File: config.mk
export PLATFORM = sky130hd
export DESIGN_NAME = mod_updn_cntr
export DESIGN_NICKNAME = d
export VERILOG_FILES = /design/src/rtl/cntr_pkg.sv /design/src/rtl/tick_prescaler.sv /design/src/rtl/mod_updn_cntr.sv
export SDC_FILE = /design/constraint.sdc
export NUM_CORES = 1
export LEC_CHECK = 0
export BUFFER_PORTS_ARGS = -buffer_cell sky130_fd_sc_hd__buf_2
export CAP_MARGIN = 20
export CORE_AREA = 2 2 39 41
export DETAILED_ROUTE_END_ITERATION = 10
export DIE_AREA = 0 0 41 43
export SYNTH_ARGS = -nofsm -noshare
export SYNTH_HDL_FRONTEND = slang
export SYNTH_SLANG_ARGS = --single-unit
export TNS_END_PERCENT = 50
File: constraint.sdc
create_clock -name clk -period 2.39 [get_ports clk]
set_input_delay 0.3585 -clock clk [delete_from_list [all_inputs] [get_ports clk]]
set_output_delay 0.3585 -clock clk [all_outputs]
set_load 0.02 [all_outputs]
File: src/rtl/cntr_pkg.sv
// Shared types and helpers for the modulo up/down counter.
// Pure declarations; no logic, latency or flow control of its own.
package cntr_pkg;

  typedef enum logic {
    CNT_WRAP = 1'b0,
    CNT_SAT  = 1'b1
  } cnt_mode_e;

  // Load values at or beyond the modulus are pulled back to the top of the range.
  function automatic int clamp_to_mod(int val, int modulus);
    return (val >= modulus) ? (modulus - 1) : val;
  endfunction

endpackage

File: src/rtl/tick_prescaler.sv
// Divides enabled cycles by PRESCALE and flags the last one with tick.
// tick is combinational from the registered phase; no backpressure, en simply freezes the phase.
module tick_prescaler #(
  parameter int PRESCALE = 1
) (
  input  logic clk,
  input  logic reset,
  input  logic en,
  input  logic clr,
  output logic tick
);

  localparam int W = (PRESCALE > 1) ? $clog2(PRESCALE) : 1;
  localparam logic [W-1:0] LAST = W'(PRESCALE - 1);
  localparam logic [W-1:0] ONE  = W'(1);

  if (PRESCALE < 1) begin : g_bad_prescale
    $fatal(1, "tick_prescaler: PRESCALE must be >= 1");
  end

  logic [W-1:0] phase_q;
  logic [W-1:0] phase_d;
  logic         at_last;

  assign at_last = (phase_q == LAST);
  assign tick    = en && !clr && at_last;

  always_comb begin
    phase_d = phase_q;
    if (clr) begin
      phase_d = '0;
    end else if (en) begin
      phase_d = at_last ? '0 : (phase_q + ONE);
    end
  end

  always_ff @(posedge clk) begin
    if (reset) begin
      phase_q <= '0;
    end else begin
      phase_q <= phase_d;
    end
  end

endmodule

File: src/rtl/mod_updn_cntr.sv
// Modulo-MOD up/down counter with load, prescaled stepping, wrap or saturate at the limits.
// count/co/ovf update one cycle after the enabling edge, tc is combinational; always accepts input.
module mod_updn_cntr
  import cntr_pkg::*;
#(
  parameter int        N        = 4,
  parameter int        MOD      = 10,
  parameter int        PRESCALE = 1,
  parameter cnt_mode_e SAT      = CNT_WRAP
) (
  input  logic         clk,
  input  logic         reset,
  input  logic         en,
  input  logic         ld,
  input  logic         up,
  input  logic [N-1:0] din,
  output logic [N-1:0] count,
  output logic         tc,
  output logic         co,
  output logic         ovf
);

  if (MOD < 2 || MOD > (1 << N)) begin : g_bad_mod
    $fatal(1, "mod_updn_cntr: MOD must satisfy 2 <= MOD <= 2**N");
  end

  if (PRESCALE < 1) begin : g_bad_prescale
    $fatal(1, "mod_updn_cntr: PRESCALE must be >= 1");
  end

  localparam logic [N-1:0] TOP = N'(MOD - 1);
  localparam logic [N-1:0] ONE = N'(1);

  logic [N-1:0] count_q, count_d;
  logic         co_q, co_d;
  logic         ovf_q, ovf_d;
  logic         tick;
  logic         at_limit;

  tick_prescaler #(
    .PRESCALE (PRESCALE)
  ) u_prescaler (
    .clk   (clk),
    .reset (reset),
    .en    (en),
    .clr   (ld),
    .tick  (tick)
  );

  // The limit depends on the current direction, so a direction flip retargets tc at once.
  assign at_limit = up ? (count_q == TOP) : (count_q == '0);

  always_comb begin
    count_d = count_q;
    co_d    = 1'b0;
    ovf_d   = ovf_q;
    if (ld) begin
      count_d = N'(clamp_to_mod(32'(din), MOD));
      ovf_d   = 1'b0;
    end else if (tick) begin
      if (!at_limit) begin
        count_d = up ? (count_q + ONE) : (count_q - ONE);
      end else if (SAT == CNT_SAT) begin
        ovf_d = 1'b1;
      end else begin
        count_d = up ? '0 : TOP;
        co_d    = 1'b1;
      end
    end
  end

  always_ff @(posedge clk) begin
    if (reset) begin
      count_q <= '0;
      co_q    <= 1'b0;
      ovf_q   <= 1'b0;
    end else begin
      count_q <= count_d;
      co_q    <= co_d;
      ovf_q   <= ovf_d;
    end
  end

  assign count = count_q;
  assign tc    = at_limit;
  assign co    = co_q;
  assign ovf   = ovf_q;

endmodule

### Word-level counts from Yosys, hierarchy flattened

Cells that the tools add are included.

* multiplexer cells: 9
* bitwise logic cells: 2
* add/subtract/negate cells: 3
* reductions and logical operators: 7
* magnitude comparators: 1
* eq/ne operators: 1

Operators by type and width (count)
* $mux 4: 6
* $add 4x1->4 const B: 1
* $eq 4x4->1 const B: 1
* $ge 4x4->1 const B: 1
* $logic_not 4->1: 1
* $sub 4x1->4 const B: 1
* $mux 1: 3
* $reduce_or 3->1: 1
* $logic_and 1x1->1: 2
* $not 1->1: 2
* $reduce_bool 2->1: 1
* $reduce_or 2->1: 1
* $add 1x1->1 const B: 1
* $logic_not 1->1: 1

* input port bits: 9
* output and inout bits: 7
* register bits: 6

### Depth between registers and ports, before layout

Gate-level depths: netlist of run 1.

* depth after elaboration: 5
* gate-level depth with buffers: 6

### Modules after synthesis

From an unflattened synthesis of run 1, not the netlist that was laid out.

* cells, all modules: 47
* area total of the unflattened synthesis: 401.6 µm²

By module, submodules not included
* mod_updn_cntr: cells each 46, instances 1, sequential area each 100.1 µm², area each 387.9 µm²
* tick_prescaler: cells each 1, instances 1, sequential area each 0.0 µm², area each 13.8 µm²

### Least setup slack after synthesis of run 1

OpenSTA, ideal clock, no wires.

* kind: register to register
* start point: reg count_q[0], in the netlist count[0]
* end point: reg count_q[2], in the netlist count[2]
* cell stages (with the launch flop): 6
* required time: 2.269 ns
* slack: 0.879 ns
* clock period less this slack: 1.511 ns
* arrival: 1.390 ns
* path through: dfxtp_1 fa_1 xnor2_1 nor2_1 a221oi_2 nor3_2

* longest elaborated chain between the ends: 5

RTL lines
* start: declaration: line mod_updn_cntr.sv:34 `logic [N-1:0] count_q, count_d;`
* start signal: assignment: line mod_updn_cntr.sv:78 `count_q <= count_d;`
* $sub 4x1->4 (tied with other cells): line mod_updn_cntr.sv:62 `count_d = up ? (count_q + ONE) : (count_q - ONE);`
* $mux 4 or $mux 1 (tied branches): line mod_updn_cntr.sv:62, mod_updn_cntr.sv:51
* $mux 4 (*): line mod_updn_cntr.sv:61 `if (!at_limit) begin`
* $mux 4 (*): line mod_updn_cntr.sv:60 `end else if (tick) begin`
* $mux 4 (*): line mod_updn_cntr.sv:57 `if (ld) begin`

Every way passes the cells marked *; elsewhere a longest branch is shown, timed or not. The select of a mux whose other input is x is not followed.
A chain may end at the register's enable or synchronous reset.

### Worst setup path after layout of run 1

* start point: reg count_q[0], in the netlist count[0]
* end point: out tc

* longest elaborated chain between the ends: 2

RTL lines
* $eq 4x4->1 or $logic_not 4->1 (tied branches): line mod_updn_cntr.sv:51 `assign at_limit = up ? (count_q == TOP) : (count_q == '0);`
* $mux 1 (*): line mod_updn_cntr.sv:51
* end: declaration: line mod_updn_cntr.sv:18 `output logic tc,`

Every way passes the cells marked *; elsewhere a longest branch is shown, timed or not.

==> results.ini, run 1 <==
[setup_path]
startpoint=count[0]
cp-endpoint=tc
r2r-end=count[2]
r2r_cells=5
endpoint_kind=output pin
critPathLaunchType=register
path_buf_inv=2
cp.depth=4
crit_chain=nor3_2, o21ai_2, inv_1, buf_2
reg2reg_from=count[0]
rrSetupSlack_ns=0.87
cp_slowest_cell=dfxtp_1
cp.required_ns=2.03
crit_type=reg2out
critPathMaxStageDelay_ns=0.48
cp_top_family=flip-flops
crit_arrival_ns=1.29
path_max_fanout=6

[status]
status=completed

[sta]
fmax_mhz=607.8
period_share=0.6884
fin_ws_ns=0.7447
rsz0062_at_grt=no
hold_violations=0
slew_violations=0
finClkSkew_ns=0.0009404
setup_tns_ns=0
hold_slack_ns=0.3691
period_minus_slack_ns=1.645
setup_violations=0

[place]
io_buffers=14
dpl.hpwl_um=696.7
gp_congestion=0.7039
dp_cells=74
pre_cts_ws_ns=0.6498
placed_cell_area_um2=471.7

[drt]
drt-vias-per-instance=4.628
drc=0
wl_per_cell_um=10.77
wl_um=840
drtIter0Drc=2
dr.pass1.iters=2
postRouteAntennaNets=0
vias=361

[synthesis]
yosys.area_share.simple=0.2254
synth.mux.area_fraction=0
synthAdderAreaFrac=0.1143
synth.cell_area_um2=394.1
synth_top_area_share=0.2540
syn_area_per_cell_um2=8.568
ys_types=26
yosysSeqAreaShare=0.2540
synth_seq_cells=5
synth_top_family_by_area=compound AO/OA/AOI/OAI gates
synth_compound_area_frac=0.2381
yosys_warnings=0
yosys.area.top_type=dfxtp_1
syn-num-nets=58
synth_xor_area_frac=0.08889
syn_inst=46
netlist_top_cells_area=dfxtp_1 (25%), ha_1 (6.3%), fa_1 (5.1%), nor3_2 (5.1%), xnor2_1 (4.4%)

[clock_tree]
cts_resized=0
cts.clk_slew.worst_paths_ns=0.04
tritoncts=yes
cts-root-buf=clkbuf_4
clock-sinks=5
clock_latency_ns=0.24
post-cts-setup-buffers=0
cts_hold_buf=0
cts_buffers=3
htreeDepth=1
cts.path.max_buffers=2

[finish]
drive_gt1_frac=0.3710
layout_commonest_cell=buf_2
final_core_util=0.3599
antenna_cells=0
instances_no_fill=78
num-nets-final=75
syn_to_final_growth_pct=26.35
mostFrequentLayoutCells=buf_2 (14), dfxtp_1 (5), nor2_1 (4), inv_1 (4)
fin_area_um2=498.0

[die]
fp.dieArea_um2=1763
die_h_um=43
start_util=0.2848
chipWidth_um=41
num_rows=14
core-area_um2=1384
ios=16

[power]
total_leakage_power_nw=0.2461
power.density_nw_per_um2=615.1
ir_drop_uv=179.1
p_total_mw=0.3063

[global_route]
grt_start_max_net_pins=12
gr-usage-all-layers=0.1114
gr-total-overflow=0
grt_first_pass_wirelength_um=1352
grt_antenna_before_repair=0
grt_pass1_vias=346

[run]
cap_violations=0

[worst_hold_path]
min_path_type=in2reg

[report_power, final]
group / internal [mW] / switching [mW] / leakage [nW]
sequential: 0.0922 / 0.0120 / 0.0413
combinational: 0.0461 / 0.0585 / 0.190
clock: 0.0631 / 0.0344 / 0.0150
[registers in the layout, summed over array words and instances (netlist names)]
register / count
co: 1
count: 4
[cell type report]
class	count	area (µm²)
fill	164	885.9
multi-input combinational	35	266.5
sequential	5	100.1
timing repair buffer	14	70.07
clock buffer	4	26.28
tap	16	20.02
inverter	4	15.01
[cells in the mapped netlist, drive strengths merged]
| library cell | count |
|---|---|
| dfxtp | 5 |
| nor3 | 5 |
| inv | 4 |
| nor2 | 4 |
| a21oi | 3 |
| o21ai | 3 |
| a21o | 2 |
| buf | 2 |
| ha | 2 |
| nand2 | 2 |
| xnor2 | 2 |
| xor2 | 2 |
| a211oi | 1 |
| a221oi | 1 |
| a311oi | 1 |
| a32oi | 1 |
| and3 | 1 |
| conb | 1 |
| fa | 1 |
| nand2b | 1 |
| nand3b | 1 |
| nor2b | 1 |
[logic make-up after synthesis]
family / Yosys count
adder cells (fa/ha/maj): 3
other: 1
XOR/XNOR: 4
AO/OA/AOI/OAI: 12
AND/OR/NAND/NOR: 15
buffers and inverters: 6
flip-flops: 5
[worst min path at each step]
stage	cells past startpoint	start	endpoint	slack [ns]
2_1_floorplan	1	reset	count[1]	0.42
3_3_place_gp	2	count[2]	count[2]	0.56
3_5_place_dp	2	count[2]	count[2]	0.57
4_1_cts	2	reset	count[1]	0.36
5_1_grt	3	din[0]	count[0]	0.37
6_report	2	reset	count[1]	0.37
[metal layers]
layer,wire [µm],vias up,GRT usage
met5,0,-,0
met4,0,0,0.08000
met3,64,0,0.02094
met2,399,12,0.1563
met1,375,157,0.1447
li1,-,192,-
Power figures use the tool's default switching activity.
==> run 2: changes to the inputs <==
==> constraint.sdc (replaced) <==
create_clock -name clk -period 1.5 [get_ports clk]
set_input_delay 0.225 -clock clk [delete_from_list [all_inputs] [get_ports clk]]
set_output_delay 0.225 -clock clk [all_outputs]
set_load 0.02 [all_outputs]
==> results.ini, run 2 (same netlist as run 1, synthesis figures left out) <==
[status]
status=completed

[drt]
postRouteAntennaNets=0  ; unchanged
drc=0  ; unchanged
vias=395  ; +9.4%
wl_per_cell_um=11.50  ; +6.8%
drtIter0Drc=9  ; +7
drt-vias-per-instance=4.702  ; +1.6%
wl_um=966  ; +15%
dr.pass1.iters=2  ; unchanged

[finish]
antenna_cells=0  ; unchanged
num-nets-final=81  ; +8.0%
final_core_util=0.4096  ; +0.04973
instances_no_fill=84  ; +7.7%
layout_commonest_cell=buf_2
fillers=155  ; -5.5%
mostFrequentLayoutCells=buf_2 (13), buf_4 (6), inv_1 (4), dfxtp_1 (4)
largest_reg_flops=4  ; unchanged
drive_gt1_frac=0.4559  ; +0.08491
syn_to_final_growth_pct=43.81
fin_area_um2=566.8  ; +14%

[setup_path]
critPathLaunchType=register
crit_type=reg2out
crit_arrival_ns=1.21  ; -0.08 ns
path_buf_inv=3  ; +1
cp_top_family=flip-flops
critPathMaxStageDelay_ns=0.33  ; -0.15 ns
crit_chain=buf_6, and3_4, o21ai_4, inv_1, buf_4
cp.required_ns=1.27  ; -0.76 ns
cp_slowest_cell=dfxtp_2
endpoint_kind=output pin
path_max_fanout=5  ; -1
rrSetupSlack_ns=0.10  ; -0.77 ns

[place]
dp_cells=79  ; +6.8%
gp_congestion=0.7131  ; +1.3%
dpl.hpwl_um=750  ; +7.7%
io_buffers=14  ; unchanged
placed_cell_area_um2=510.5  ; +8.2%

[sta]
hold_violations=0  ; unchanged
rsz0062_at_grt=no
setup_violations=0  ; unchanged
slew_violations=0  ; unchanged
finClkSkew_ns=0.002616  ; +0.001676 ns
fmax_mhz=695.3
period_minus_slack_ns=1.438
period_share=0.9588

[global_route]
grt_pass1_vias=365  ; +5.5%
grt_antenna_before_repair=0  ; unchanged
grt_first_pass_wirelength_um=1538  ; +14%
gr-total-overflow=0  ; unchanged
grt_start_max_net_pins=12  ; unchanged
gr-usage-all-layers=0.1401  ; +0.02868

[worst_hold_path]
min_path_type=in2reg

[run]
cap_violations=0  ; unchanged

[clock_tree]
cts-root-buf=clkbuf_4
cts_hold_buf=0  ; unchanged
clock_latency_ns=0.25  ; about the same
tritoncts=yes
htreeDepth=1  ; unchanged
clock-sinks=5  ; unchanged
cts.clk_slew.worst_paths_ns=0.05  ; about the same
cts.path.max_buffers=2  ; unchanged
cts_buffers=3  ; unchanged

[die]
num_rows=14  ; unchanged
start_util=0.2848  ; unchanged
fp.dieArea_um2=1763  ; unchanged
core-area_um2=1384  ; unchanged
chipWidth_um=41  ; unchanged
ios=16  ; unchanged
die_h_um=43  ; unchanged

[power]
power.density_nw_per_um2=944.7  ; +54%
total_leakage_power_nw=0.2792  ; +13%
ir_drop_uv=355.8  ; +99%

[run 2: changes by cell type in the layout (fill, tap and decap cells not counted), sizes merged]
cell	change
buf	+6
[run 2: worst paths after layout]
| check | to | cells past startpoint | start |
|---|---|---|---|
| worst max-delay path | tc | 5 | count[0] |
| worst min-delay path | count[1] | 2 | reset |
| worst max register to register | count[2] | 5 | count[0] |
| worst min register to register | count[2] | 3 | count[2] |
[run 2: repair_timing]
item                                    4_1_cts  5_1_grt
endpoints found under the setup margin        1        2
buffers inserted                              1        0
pin swaps                                     1        2
gates resized for setup                       3        2
[run 2: layer usage]
metal,share of wire,wire length [µm],global-route usage
met1,0.45,430,0.1564
met2,0.45,433,0.1969
met3,0.052,50,0.02094
met4,0.054,52,0.1600
met5,0,0,0
[run 2: cell type report]
type,count,area (µm²),area share
tap,16,20.02,0.03532
clock buffer,4,26.28,0.04636
inverter,4,15.01,0.02649
timing repair buffer,20,121.4,0.2141
sequential,5,101.3,0.1788
multi-input combinational,35,282.8,0.4989
[run 2: worst register-to-register path: cells and delay by family (launching register included)]
kind	cells	cell delay, ns
fa+ha+maj	1	0.40
flops	1	0.33
compound gates	1	0.26
xor+xnor	1	0.15
simple gates	2	0.13
[run 2: metrics by stage]
stage / hold WS, ns / setup TNS [ns] / power [mW] / worst slack (ns)
after global placement: 0.4770 / -0.01507 / 0.3495 / -0.01507
final: 0.2261 / 0 / 0.5354 / 0.06181
after floorplan: 0.2896 / 0 / 0.2886 / 0.04785
after global routing: 0.2305 / 0 / 0.5756 / 0.0004995
after detailed placement: 0.4866 / -0.04656 / 0.3532 / -0.02690
after CTS: 0.2271 / 0 / 0.5361 / 0.03094
[run 2: power breakdown]
part	leakage [nW]	total [mW]	internal (mW)	switching (mW)
registers	0.0415	0.163	0.147	0.0156
clock network	0.0150	0.163	0.101	0.0624
logic	0.223	0.209	0.0980	0.111
total	0.279	0.535	0.346	0.189
